===== src/rtl/app_burst_engine_pkg.sv =====
// Shared definitions for the burst engine: FSM states, MIG commands, run modes, LFSR.
// No logic of its own; the LFSR step is a pure function.
// No flow control; the users of these definitions handle it.
package app_burst_engine_pkg;

  typedef enum logic [2:0] {
    ST_IDLE  = 3'd0,
    ST_WR    = 3'd1,
    ST_RD    = 3'd2,
    ST_DRAIN = 3'd3,
    ST_FIN   = 3'd4
  } state_t;

  localparam logic [2:0] CMD_WR = 3'b000;
  localparam logic [2:0] CMD_RD = 3'b001;

  localparam logic [1:0] MODE_WR  = 2'b00;
  localparam logic [1:0] MODE_RD  = 2'b01;
  localparam logic [1:0] MODE_WRC = 2'b10;
  localparam logic [1:0] MODE_RSV = 2'b11;

  // x^32 + x^22 + x^2 + x + 1, left-shifting Galois form (taps at bits 22, 2, 1, 0)
  localparam logic [31:0] LFSR_POLY = 32'h0040_0007;
  localparam logic [31:0] LFSR_SEED = 32'h0000_0001;

  function automatic logic [31:0] lfsr_next(input logic [31:0] s);
    return {s[30:0], 1'b0} ^ (s[31] ? LFSR_POLY : 32'h0);
  endfunction

endpackage


===== src/rtl/app_burst_engine_pat.sv =====
// Pattern word generator: beat index or LFSR state expanded to a full app data word.
// Purely combinational, zero latency.
// No flow control; the caller holds the index/LFSR state while stalled.
module app_pattern_gen
  import app_burst_engine_pkg::*;
#(
  parameter int DATA_W = 256,
  parameter int LEN_W  = 8
) (
  input  logic              i_pat_sel,
  input  logic [LEN_W-1:0]  i_idx,
  input  logic [31:0]       i_lfsr,
  output logic [DATA_W-1:0] o_data
);

  // incrementing: index zero-extended; LFSR: state replicated across 32-bit lanes
  always_comb begin
    o_data = '0;
    if (i_pat_sel) begin
      o_data = {(DATA_W/32){i_lfsr}};
    end else begin
      o_data[LEN_W-1:0] = i_idx;
    end
  end

endmodule


===== src/rtl/app_burst_engine.sv =====
// MIG app-interface burst engine: writes a pattern burst, reads it back, compares.
// Commands issue from registered state; first write data is presented the cycle after start.
// Holds app_en/app_wdf_wren with their payload until app_rdy/app_wdf_rdy; read data is never stalled.
module app_burst_engine
  import app_burst_engine_pkg::*;
#(
  parameter int DATA_W    = 256,
  parameter int ADDR_W    = 29,
  parameter int ADDR_STEP = 8,
  parameter int LEN_W     = 8,
  parameter int TIMEOUT   = 1024
) (
  input  logic                ui_clk,
  input  logic                ui_clk_sync_rst,
  input  logic                init_calib_complete,
  input  logic                start,
  input  logic [1:0]          mode,
  input  logic                pat_sel,
  input  logic [ADDR_W-1:0]   base_addr,
  input  logic [LEN_W-1:0]    burst_len,
  output logic                busy,
  output logic                done,
  output logic                error,
  output logic [LEN_W-1:0]    err_count,
  output logic [ADDR_W-1:0]   first_err_addr,
  output logic [ADDR_W-1:0]   app_addr,
  output logic [2:0]          app_cmd,
  output logic                app_en,
  output logic [DATA_W-1:0]   app_wdf_data,
  output logic                app_wdf_wren,
  output logic                app_wdf_end,
  output logic [DATA_W/8-1:0] app_wdf_mask,
  input  logic                app_rdy,
  input  logic                app_wdf_rdy,
  input  logic                app_rd_data_valid,
  input  logic [DATA_W-1:0]   app_rd_data
);

  localparam int              TMR_W = $clog2(TIMEOUT + 1);
  localparam logic [ADDR_W-1:0] STEP = ADDR_W'(ADDR_STEP);

  state_t              r_state, w_next;
  logic [1:0]          r_mode;
  logic                r_pat;
  logic [ADDR_W-1:0]   r_base, r_addr, r_rd_addr, r_first_err_addr;
  logic [LEN_W-1:0]    r_len, r_dat_cnt, r_cmd_cnt, r_rd_cnt, r_err_count;
  logic [31:0]         r_wr_lfsr, r_cmp_lfsr;
  logic                r_en, r_wren, r_error;
  logic [TMR_W-1:0]    r_timer;

  logic                w_dat_acc, w_cmd_acc, w_rd_acc, w_mismatch;
  logic                w_skip, w_drained, w_timeout;
  logic [LEN_W-1:0]    w_dat_cnt_n, w_cmd_cnt_n, w_rd_cnt_n;
  logic [DATA_W-1:0]   w_wr_pat, w_cmp_pat;

  assign w_dat_acc   = r_wren & app_wdf_rdy;
  assign w_cmd_acc   = r_en & app_rdy;
  // read beats are counted in RD as well as DRAIN; anything past burst_len is surplus
  assign w_rd_acc    = app_rd_data_valid & ((r_state == ST_RD) | (r_state == ST_DRAIN))
                       & (r_rd_cnt != r_len);
  assign w_dat_cnt_n = w_dat_acc ? r_dat_cnt + LEN_W'(1) : r_dat_cnt;
  assign w_cmd_cnt_n = w_cmd_acc ? r_cmd_cnt + LEN_W'(1) : r_cmd_cnt;
  assign w_rd_cnt_n  = w_rd_acc  ? r_rd_cnt  + LEN_W'(1) : r_rd_cnt;
  assign w_skip      = (mode == MODE_RSV) | (burst_len == '0);
  assign w_drained   = (w_rd_cnt_n == r_len);
  assign w_timeout   = (r_state == ST_DRAIN) & ~w_drained & (r_timer == TMR_W'(TIMEOUT - 1));
  assign w_mismatch  = w_rd_acc & (r_mode == MODE_WRC) & (app_rd_data != w_cmp_pat);

  app_pattern_gen #(.DATA_W(DATA_W), .LEN_W(LEN_W)) u_wr_pat (
    .i_pat_sel (r_pat),
    .i_idx     (r_dat_cnt),
    .i_lfsr    (r_wr_lfsr),
    .o_data    (w_wr_pat)
  );

  app_pattern_gen #(.DATA_W(DATA_W), .LEN_W(LEN_W)) u_cmp_pat (
    .i_pat_sel (r_pat),
    .i_idx     (r_rd_cnt),
    .i_lfsr    (r_cmp_lfsr),
    .o_data    (w_cmp_pat)
  );

  // state register
  always_ff @(posedge ui_clk) begin
    if (ui_clk_sync_rst) r_state <= ST_IDLE;
    else                 r_state <= w_next;
  end

  // next-state decode
  always_comb begin
    w_next = r_state;
    case (r_state)
      ST_IDLE:  if (start && init_calib_complete)
                  w_next = w_skip ? ST_FIN : ((mode == MODE_RD) ? ST_RD : ST_WR);
      ST_WR:    if (w_cmd_acc && (w_cmd_cnt_n == r_len))
                  w_next = (r_mode == MODE_WRC) ? ST_RD : ST_FIN;
      ST_RD:    if (w_cmd_acc && (w_cmd_cnt_n == r_len)) w_next = ST_DRAIN;
      ST_DRAIN: if (w_drained || w_timeout) w_next = ST_FIN;
      ST_FIN:   w_next = ST_IDLE;
      default:  w_next = ST_IDLE;
    endcase
  end

  // status and command-type outputs decoded from state
  always_comb begin
    busy    = (r_state != ST_IDLE);
    done    = (r_state == ST_FIN);
    app_cmd = (r_state == ST_WR) ? CMD_WR : CMD_RD;
  end

  // datapath: run setup, write/command issue, read-back compare, drain timer
  always_ff @(posedge ui_clk) begin
    if (ui_clk_sync_rst) begin
      r_mode <= MODE_WR;  r_pat <= 1'b0;  r_base <= '0;  r_len <= '0;
      r_addr <= '0;  r_rd_addr <= '0;  r_first_err_addr <= '0;
      r_dat_cnt <= '0;  r_cmd_cnt <= '0;  r_rd_cnt <= '0;  r_err_count <= '0;
      r_wr_lfsr <= LFSR_SEED;  r_cmp_lfsr <= LFSR_SEED;
      r_en <= 1'b0;  r_wren <= 1'b0;  r_error <= 1'b0;  r_timer <= '0;
    end else begin
      case (r_state)
        ST_IDLE: if (start && init_calib_complete) begin
          r_mode <= mode;  r_pat <= pat_sel;  r_base <= base_addr;  r_len <= burst_len;
          r_addr <= base_addr;  r_rd_addr <= base_addr;  r_first_err_addr <= '0;
          r_dat_cnt <= '0;  r_cmd_cnt <= '0;  r_rd_cnt <= '0;  r_err_count <= '0;
          r_wr_lfsr <= LFSR_SEED;  r_cmp_lfsr <= LFSR_SEED;
          r_error <= 1'b0;  r_timer <= '0;
          r_wren <= ~w_skip & (mode != MODE_RD);
          r_en   <= ~w_skip & (mode == MODE_RD);
        end
        ST_WR: begin
          // data runs ahead; a write command only follows an already accepted beat
          r_dat_cnt <= w_dat_cnt_n;
          r_cmd_cnt <= w_cmd_cnt_n;
          if (w_dat_acc) r_wr_lfsr <= lfsr_next(r_wr_lfsr);
          if (w_cmd_acc) r_addr <= r_addr + STEP;
          r_wren <= (w_dat_cnt_n != r_len);
          r_en   <= (w_cmd_cnt_n != w_dat_cnt_n);
          if (w_next == ST_RD) begin
            r_addr    <= r_base;
            r_cmd_cnt <= '0;
            r_en      <= 1'b1;
          end
        end
        ST_RD: begin
          r_cmd_cnt <= w_cmd_cnt_n;
          if (w_cmd_acc) r_addr <= r_addr + STEP;
          r_en <= (w_cmd_cnt_n != r_len);
        end
        ST_DRAIN: r_timer <= r_timer + TMR_W'(1);
        default: ;
      endcase

      if (w_rd_acc) begin
        r_rd_cnt   <= w_rd_cnt_n;
        r_rd_addr  <= r_rd_addr + STEP;
        r_cmp_lfsr <= lfsr_next(r_cmp_lfsr);
      end
      if (w_mismatch) begin
        if (r_err_count != '1) r_err_count <= r_err_count + LEN_W'(1);
        if (r_err_count == '0) r_first_err_addr <= r_rd_addr;
        r_error <= 1'b1;
      end
      if (w_timeout) r_error <= 1'b1;
    end
  end

  assign app_en         = r_en;
  assign app_addr       = r_addr;
  assign app_wdf_wren   = r_wren;
  assign app_wdf_end    = r_wren;
  assign app_wdf_mask   = '0;
  assign app_wdf_data   = r_wren ? w_wr_pat : '0;
  assign err_count      = r_err_count;
  assign first_err_addr = r_first_err_addr;
  assign error          = r_error;

endmodule


===== config.mk =====
export PLATFORM = sky130hd
export DESIGN_NAME = app_burst_engine
export DESIGN_NICKNAME = d
export VERILOG_FILES = /design/src/rtl/app_burst_engine_pkg.sv /design/src/rtl/app_burst_engine_pat.sv /design/src/rtl/app_burst_engine.sv
export SDC_FILE = /design/constraint.sdc
export NUM_CORES = 1
export LEC_CHECK = 0
export BUFFER_PORTS_ARGS = -buffer_cell sky130_fd_sc_hd__buf_2
export CAP_MARGIN = 20
export CORE_AREA = 2 2 263 265
export CTS_BUF_LIST = sky130_fd_sc_hd__clkbuf_4 sky130_fd_sc_hd__clkbuf_8
export DETAILED_ROUTE_END_ITERATION = 16
export DIE_AREA = 0 0 265 267
export GPL_TIMING_DRIVEN = 0
export PLACE_DENSITY = 0.48
export SLEW_MARGIN = 30
export SYNTH_ARGS = -nofsm -noshare
export SYNTH_HDL_FRONTEND = slang
export SYNTH_SLANG_ARGS = --single-unit

===== constraint.sdc =====
create_clock -name ui_clk -period 5.95 [get_ports ui_clk]
set_input_delay 0.595 -clock ui_clk [delete_from_list [all_inputs] [get_ports ui_clk]]
set_output_delay 0.595 -clock ui_clk [all_outputs]
set_load 0.03 [all_outputs]

* Yosys cells after proc, flatten, opt, wreduce, memory -nomap -nowiden
Index checks and enable logic that the tools add are counted.
Word-level totals: flip-flop bits (word level) 240, input bits 303, output and inout port bits 363, word-level logic and storage cells 137
Cells by class: add/sub/neg operators 7, equality and inequality tests 20, muxes and demuxes 55, bitwise gates (word level) 16, reductions and logical operators 21
Operators by type and width (number):
- 2-to-1 mux 248 bit | 2
- 2-to-1 mux 29 bit | 9
- 2-to-1 mux 256 bit | 1
- inequality test 256 bit | 1
- 2-to-1 mux 32 bit | 4
- 2-to-1 mux 8 bit | 13
- case mux 29 bit (3 select lines) | 1
- case mux 32 bit (2 select lines) | 1
- bitwise XOR 32 x 23 -> 32 bit | 2
- adder 29 x 4 -> 29 bit, second input constant | 2
- 2-to-1 mux 23 bit | 2
- adder 8 x 1 -> 8 bit, second input constant | 4
- inequality test 8 bit | 4
- case mux 8 bit (3 select lines) | 1
- case mux 11 bit (2 select lines) | 1
- 2-to-1 mux 3 bit | 6
- == test 8 bit | 2
- zero test 8 bit | 2
- case mux 8 bit (2 select lines) | 1
- case mux 3 bit (4 select lines) | 1
- AND reduction 2 bit | 6
- nonzero test 3 bit | 4
- adder 11 x 1 -> 11 bit, second input constant | 1
- == test 11 x 10 -> 1 bit, second input constant | 1
- other kinds (21) | 47

* Longest topological paths before layout
Gate-level depths: netlist of run 1.
depth after elaboration 15, mapped depth 17, gate-level depth less buffers 11

* Hierarchy
Synthesis of run 1 repeated with hierarchy kept, for this count alone.
Unflattened totals: cells, all modules 2763, area total of the unflattened synthesis 20784.9 um^2
Modules (own cells, without submodules):
- app_burst_engine | times used 1, cells each 2243, area each 16848.7 um^2, sequential area each 4804.6 um^2
- app_pattern_gen | times used 2, cells each 260, area each 1968.1 um^2, sequential area each 0.0 um^2

* Worst setup path after synthesis of run 1
Ideal clock, no wire load.
kind register to register, start register r_len[6], end register r_state[2], arrival 3435 ps, data required time 5872 ps, slack 2437 ps, stages on the path, launching flop included 15, clock period less this slack 3513 ps, cell sequence dfxtp_1 clkbuf_1 xnor2_1 nand2_1 o41ai_2 inv_1 clkbuf_1 buf_1 ha_1 xnor2_1 a2111oi_0 o2111ai_1 o31a_1 o221a_2 nor3_1
Between the ends: word-level cells in the longest chain between the ends 10
Ends and longest elaborated chain:
- start: declaration | RTL line app_burst_engine.sv:46 | logic [LEN_W-1:0] r_len, r_dat_cnt, r_cmd_cnt, r_rd_cnt, r_err_count;
- start signal: assignment | RTL line app_burst_engine.sv:122 | r_mode <= mode; r_pat <= pat_sel; r_base <= base_addr; r_len <= burst_len;
- inequality test 8 bit | RTL line app_burst_engine.sv:60 | & (r_rd_cnt != r_len);
- bitwise AND 1 bit | RTL line app_burst_engine.sv:60
- 2-to-1 mux 8 bit | RTL line app_burst_engine.sv:63 | assign w_rd_cnt_n = w_rd_acc ? r_rd_cnt + LEN_W'(1) : r_rd_cnt;
- == test 8 bit | RTL line app_burst_engine.sv:65 | assign w_drained = (w_rd_cnt_n == r_len);
- inverter 1 bit | RTL line app_burst_engine.sv:66 | assign w_timeout = (r_state == ST_DRAIN) & ~w_drained & (r_timer == TMR_W'(TIMEOUT - 1));
- bitwise AND 1 bit (2 in series) | RTL line app_burst_engine.sv:66
- logical OR 1 bit | RTL line app_burst_engine.sv:98 | ST_DRAIN: if (w_drained || w_timeout) w_next = ST_FIN;
- 2-to-1 mux 3 bit | RTL line app_burst_engine.sv:98
- case mux 3 bit (4 select lines) (*) | RTL line app_burst_engine.sv:92 | case (r_state)
- end signal: assignment | RTL line app_burst_engine.sv:86 | else r_state <= w_next;
- end: declaration | RTL line app_burst_engine.sv:42 | state_t r_state, w_next;
Every way passes the cells marked *; elsewhere a longest branch is shown, timed or not. A chain may end at the register's enable or synchronous reset.

* Worst setup path in the final report of run 1
start register r_cmp_lfsr[27], end register r_first_err_addr[23] (netlist: first_err_addr[23])
Between the ends: word-level cells in the longest chain between the ends 4
Ends and longest elaborated chain:
- start: declaration | RTL line app_burst_engine.sv:47 | logic [31:0] r_wr_lfsr, r_cmp_lfsr;
- start signal: assignment | RTL line app_burst_engine.sv:156 | r_cmp_lfsr <= lfsr_next(r_cmp_lfsr);
- 2-to-1 mux 248 bit | RTL line app_burst_engine_pat.sv:19 | if (i_pat_sel) begin
- inequality test 256 bit | RTL line app_burst_engine.sv:67 | assign w_mismatch = w_rd_acc & (r_mode == MODE_WRC) & (app_rd_data != w_cmp_pat);
- bitwise AND 1 bit | RTL line app_burst_engine.sv:67
- 2-to-1 mux 29 bit | RTL line app_burst_engine.sv:158 | if (w_mismatch) begin
- end signal: assignment | RTL line app_burst_engine.sv:160 | if (r_err_count == '0) r_first_err_addr <= r_rd_addr;
- end: declaration | RTL line app_burst_engine.sv:45 | logic [ADDR_W-1:0] r_base, r_addr, r_rd_addr, r_first_err_addr;
No other way between the ends.

==> results.py, run 1 <==
metrics = {
    "drt": {
        "drc": 0,
        "dr.pass1.iters": 5,
        "detail-route-antenna-nets": 0,
        "wl_per_cell_um": 24.5,
        "via_per_inst": 5.38,
        "wl_um": 104000,
        "vias": 22900,
        "drt_iter0_markers": 2502,
    },
    "floorplanning": {
        "core_area_um2": 68000,
        "dieHeight_um": 267,
        "std_cell_rows": 96,
        "die_w_um": 265,
        "io-pin-count": 666,
        "start_util_pct": 28.1,
        "die_area_um2": 70800,
    },
    "synthesis": {
        "yosys_warnings": 0,
        "synth_area_um2": 19100,
        "synthArstFlopShare_pct": 0,
        "synth_seq_cells": 240,
        "syn_avg_cell_area_um2": 7.24,
        "ys.flop_type": "dfxtp_1",
        "synth.distinct_cells": 79,
        "synth_edf_count": 0,
        "synthCells": 2634,
        "ys_seq_area_share_pct": 25.2,
    },
    "placement": {
        "place_congestion": 1.01,
        "place_inst": 4179,
        "place_ws_ns": 0.772,
        "hpwlAfterDp_um": 82200,
        "io_buffers": 630,
    },
    "clock_network": {
        "post_cts_buffers": 0,
        "cts-htree-levels": 2,
        "clockRootBuffer": "clkbuf_8",
        "cts_hold_buf": 0,
        "clockBufferDepth": 3,
        "clock_latency_ns": 0.63,
        "cts_tree": "done",
        "cts_resized": 0,
        "cts.clk_slew.worst_paths_ns": 0.06,
        "cts_made_buffers": 46,
        "clock-sinks": 240,
    },
    "cells_and_area": {
        "nNetsFinal": 3657,
        "final_cells": 4263,
        "regArea_um2": 4800,
        "multi_input_area_um2": 11500,
        "syn_to_final_growth_pct": 28.2,
        "layout-drive-gt1-share_pct": 30.3,
        "fillers": 7509,
        "utilization_pct": 36.0,
    },
    "timing": {
        "grt_setup_unrepaired": "false",
        "fmaxAchievable_mhz": 185,
        "finalSetupViolations": 0,
        "worst_pin_slew_ns": 1.08,
        "worst_slack_ns": 0.535,
        "whs_ns": 0.256,
        "fin_tns_setup_ns": 0,
        "post-route-period-util_pct": 91.0,
        "drv_slew": 0,
        "fin_crit_ns": 5.42,
        "maxSlewHeadroom_pct": 26.1,
        "hold_viol": 0,
        "skew_ns": 0.0467,
    },
    "global_routing": {
        "grt_pass1_wl_um": 147000,
        "grt_max_degree": 14,
        "grt_antenna_before_repair": 13,
        "gr-total-overflow": 0,
        "grt_pass1_vias": 20900,
        "track_usage_pct": 27.9,
    },
    "setup_path": {
        "crit_path_max_fanout": 10,
        "critPathArrivalTime_ns": 5.95,
        "path_class": "reg -> reg",
        "r2r_setup_slack_ns": 0.53,
        "cp-start-kind": "flip-flop",
        "critPathRequiredTime_ns": 6.49,
        "crit_path_end_kind": "flip-flop",
    },
    "hold_path": {
        "hold_class": "in -> reg",
    },
    "run": {
        "cap_viol_max_count": 0,
    },
    "power_and_ir_drop": {
        "ir_worst_vdd_uv": 123,
        "power_density_nw_per_um2": 178,
        "p_leak_uw": 0.0109,
    },
    "run_status": {
        "status": "complete, no violations",
    },
}
==> stage by stage <==
step | area, um2 | power [uW]
finish | 24500 | 4360
global placement | 23500 | 2610
global route | 24500 | 4520
CTS | 24400 | 4370
floorplan | 19200 | 2200
detailed placement | 23500 | 2610
==> cell families after synthesis <==
| group | after synthesis | share of synthesized area, % |
|---|---|---|
| xor+xnor | 156 | 7.31 |
| fa+ha+maj | 9 | 0.590 |
| buf+inv | 500 | 15.2 |
| other cells | 1 | 0.0197 |
| flops | 240 | 25.2 |
| compound gates | 636 | 21.7 |
| mux | 63 | 3.33 |
| simple gates | 1029 | 26.6 |
==> where the power goes <==
group	switching [uW]	total [uW]	internal (uW)	leakage, uW
logic	588	875	286	0.00841
registers	67.6	1730	1660	0.00195
clock network	780	1760	977	0.000506
total	1440	4360	2920	0.0109
==> worst max-delay path, stage by stage, from the launching register on <==
cell	delay [ns]
dfxtp_1	0.30
clkbuf_1	0.72
clkbuf_1	0.80
nand2_1	0.17
nor4_1	0.20
o21ai_0	0.11
a2111oi_0	0.96
nand4_1	0.26
nor3_1	0.64
a31oi_4	0.31
nand2b_2	0.15
or4_1	0.11
buf_4	0.13
buf_12	0.14
buf_12	0.14
mux2i_1	0.19
==> per-layer routing <==
metal	share of wire [%]	track usage (%)
met2	45	44.5
met5	0.011	0
met4	4.3	11.4
met1	42	36.8
met3	9.2	5.42
==> cells in the mapped netlist (13+ instances only) <==
cell type | count | area (um2)
xor2_1 | 67 | 587
nor4_1 | 27 | 169
nor4bb_1 | 26 | 260
buf_2 | 25 | 125
o221ai_1 | 14 | 123
or3_1 | 30 | 188
nand2b_1 | 18 | 113
a22oi_1 | 84 | 631
nand3b_1 | 39 | 293
a2bb2oi_1 | 31 | 272
buf_4 | 257 | 1930
a21oi_1 | 117 | 586
clkbuf_1 | 153 | 574
a31oi_1 | 73 | 457
mux2i_1 | 59 | 591
and3_1 | 62 | 388
inv_1 | 51 | 191
o211ai_1 | 13 | 97.6
dfxtp_1 | 240 | 4800
nand2_1 | 321 | 1200
o21ai_0 | 157 | 786
nor2b_1 | 25 | 156
nor2_1 | 235 | 882
xnor2_1 | 87 | 762
nor3_1 | 61 | 305
o22ai_1 | 50 | 313
nand3_1 | 107 | 536
nand4_1 | 35 | 219
==> final timing paths <==
kind,from,to,depth (start not counted)
worst max-delay path,r_cmp_lfsr[27]$_SDFFE_PP0P_,first_err_addr[23]$_SDFF_PP0_,15
worst min-delay path,base_addr[1],r_base[1]$_SDFFE_PP0P_,3
worst max register to register,r_cmp_lfsr[27]$_SDFFE_PP0P_,first_err_addr[23]$_SDFF_PP0_,15
worst min register to register,r_mode[1]$_SDFFE_PP0P_,r_mode[1]$_SDFFE_PP0P_,2
==> layout make-up <==
type	count	share of cell area, %
Tap cell	882	4.51
Clock inverter	13	0.558
Timing Repair Buffer	630	12.9
Antenna cell	7	0.0716
Sequential cell	240	19.6
Clock buffer	64	3.35
Inverter	52	0.798
Buffer	448	11.1
Multi-Input combinational cell	1927	47.1
==> registers in the layout, indices dropped and copies added, names as in the netlist <==
signal	cells
app_addr	29
app_en	1
app_wdf_end	1
err_count	8
error	1
first_err_addr	29
r_base	29
r_cmd_cnt	8
r_cmp_lfsr	32
r_dat_cnt	8
r_len	8
r_mode	2
r_pat	1
r_rd_addr	29
r_rd_cnt	8
r_state	3
r_timer	11
r_wr_lfsr	32
==> layout by cell type (no fill, tap or decap), drive strengths merged, types with 54 or more instances in the layout <==
cell      n
buf     925
nand2   321
dfxtp   240
nor2    235
clkbuf  217
o21ai   158
a21oi   117
nand3   107
xnor2    87
a22oi    84
a31oi    74
xor2     67
and3     62
nor3     62
mux2i    59
inv      54
Note: power is estimated with default switching activity, not from simulation.
==> run 2, diff against run 1 <==
CORE_AREA = 2 2 257 259   (was 2 2 263 265)
DIE_AREA = 0 0 259 261   (was 0 0 265 267)
PLACE_DENSITY = 0.5   (was 0.48)
==> results.py, run 2 (synthesized netlist as in run 1, its figures left out) <==
metrics = {
    "clock_network": {
        "clock_latency_ns": 0.66,
        "cts_resized": 0,
        "cts-htree-levels": 2,
        "cts.clk_slew.worst_paths_ns": 0.06,
        "cts_made_buffers": 46,
        "clock-sinks": 240,
        "cts_hold_buf": 0,
        "clockRootBuffer": "clkbuf_8",
        "clockBufferDepth": 3,
        "cts_tree": "done",
        "post_cts_buffers": 0,
    },
    "setup_path": {
        "critPathRequiredTime_ns": 6.54,
        "crit_path_end_kind": "flip-flop",
        "path_cells": "clkbuf_1 -> clkbuf_1 -> nand4_1 -> a222oi_1 -> nand3_1 -> nor4_1 -> nand4_1 -> nor3_1 -> a31oi_4 -> nand2b_2 -> or4_1 -> buf_4 -> buf_12 -> buf_12 -> mux2i_1",
        "path_class": "reg -> reg",
        "path_buf_inv": 5,
        "critPathArrivalTime_ns": 6.15,
        "crit_slowest_cell": "clkbuf_1",
        "crit_path_max_fanout": 10,
        "cp-start-kind": "flip-flop",
        "cp_top_family": "simple AND/OR/NAND/NOR gates",
        "cp_slowest_stage_delay_ns": 0.81,
    },
    "placement": {
        "dpl_cell_area_um2": 23400,
        "hpwlAfterDp_um": 78200,
        "io_buffers": 630,
        "place_inst": 4161,
        "place_congestion": 1.04,
    },
    "drt": {
        "via_per_inst": 5.39,
        "drt_iter0_markers": 2560,
        "vias": 22900,
        "detail-route-antenna-nets": 0,
        "drc": 0,
        "dr.pass1.iters": 8,
        "wl_per_cell_um": 23.4,
        "wl_um": 99500,
    },
    "power_and_ir_drop": {
        "ir_worst_vdd_uv": 134,
        "power_uw": 4320,
        "clkPwrFrac_pct": 40.0,
        "p_leak_uw": 0.0109,
        "p_seq_share_pct": 39.9,
        "sw_frac_of_total_pct": 33.0,
        "power_density_nw_per_um2": 177,
        "pwr-share-comb_pct": 20.1,
        "internal_power_uw": 2890,
        "p_switching_uw": 1430,
    },
    "cells_and_area": {
        "final_cells": 4255,
        "layout_commonest_cell": "buf_2",
        "regArea_um2": 4800,
        "nNetsFinal": 3658,
        "layout_common_cells": "buf_2, nand2_1, buf_4",
        "reg.largest.list": "r_cmp_lfsr x32, r_wr_lfsr x32",
        "layout-drive-gt1-share_pct": 30.3,
        "syn_to_final_growth_pct": 28.2,
        "fillers": 7178,
        "design_area_um2": 24400,
        "multi_input_area_um2": 11500,
    },
    "floorplanning": {
        "die_area_um2": 67600,
        "die_w_um": 259,
        "std_cell_rows": 94,
        "start_util_pct": 29.3,
        "dieHeight_um": 261,
        "core_area_um2": 65000,
        "io-pin-count": 666,
    },
    "global_routing": {
        "grt_pass1_vias": 20900,
        "met2_usage_pct": 43.8,
        "top_usage_layer": "met2",
        "gr-total-overflow": 0,
        "grt_max_degree": 15,
        "grt_antenna_before_repair": 17,
        "track_usage_pct": 27.9,
        "grt_pass1_wl_um": 141000,
        "grt_util_met3_pct": 5.90,
        "grt_use_met1_pct": 36.7,
    },
    "timing": {
        "hold_viol": 0,
        "skew_ns": 0.0623,
        "worst_pin_slew_ns": 1.04,
        "fmaxAchievable_mhz": 180,
        "drv_slew": 0,
        "maxSlewHeadroom_pct": 29.9,
        "fin_tns_setup_ns": 0,
        "fin_crit_ns": 5.56,
        "post-route-period-util_pct": 93.5,
        "finalSetupViolations": 0,
        "grt_setup_unrepaired": "false",
    },
    "hold_path": {
        "hold_class": "in -> reg",
    },
    "run": {
        "cap_viol_max_count": 0,
    },
    "run_status": {
        "status": "complete, no violations",
    },
}
-- run 2: cell count changes in the layout (fill, tap and decap cells not counted), sizes merged --
cell,before,now
clkinv,8,4
diode,7,13
inv,54,55
bufinv,2,0
clkinvlp,1,0
clkbuf,217,227
-- run 2: worst paths after layout --
check                                              startpoint                       endpoint  slack [ns]  depth (start not counted)
worst max register to register    r_cmp_lfsr[27]$_SDFFE_PP0P_  first_err_addr[18]$_SDFF_PP0_        0.39                         15
worst min register to register  first_err_addr[21]$_SDFF_PP0_  first_err_addr[21]$_SDFF_PP0_        0.45                          2
worst min-delay path                             base_addr[0]      r_rd_addr[0]$_SDFFE_PP0P_        0.22                          3
worst max-delay path              r_cmp_lfsr[27]$_SDFFE_PP0P_  first_err_addr[18]$_SDFF_PP0_        0.39                         15
-- run 2: worst min-delay path, cell delays in order --
cell     delay [ns]
buf_2          0.11
nand2_1        0.07
a21oi_1        0.06
-- run 2: routing by layer --
metal  vias up  wire length (um)
met5         -                12
met4         2              4360
met3       267              9670
met2      1316             44400
met1     10700             41100
li1      10600                 -
-- run 2: per-stage QoR --
stage	worst slack, ns	utilization, %	hold WS (ns)
floorplan	2.44	-	0.432
global placement	0.523	36.0	0.443
detailed placement	0.567	36.0	0.446
CTS	0.563	37.5	0.198
global route	0.405	37.6	0.240
finish	0.388	37.6	0.223
-- run 2: power groups by stage --
stage / logic, uW / registers [uW] / clock network, uW
floorplan: 414 / 1780 / 0
global placement: 846 / 1760 / 0
detailed placement: 846 / 1750 / 0
CTS: 849 / 1720 / 1760
global route: 927 / 1730 / 1830
finish: 870 / 1720 / 1730
-- run 2: cell type report --
type / count / share of cell area [%]
antenna: 13 / 0.133
timing repair buffer: 631 / 13.0
buffer: 448 / 11.1
clock inverter: 7 / 0.241
multi-input combinational: 1927 / 47.1
clock buffer: 73 / 3.62
tap: 864 / 4.42
sequential: 240 / 19.7
inverter: 52 / 0.798
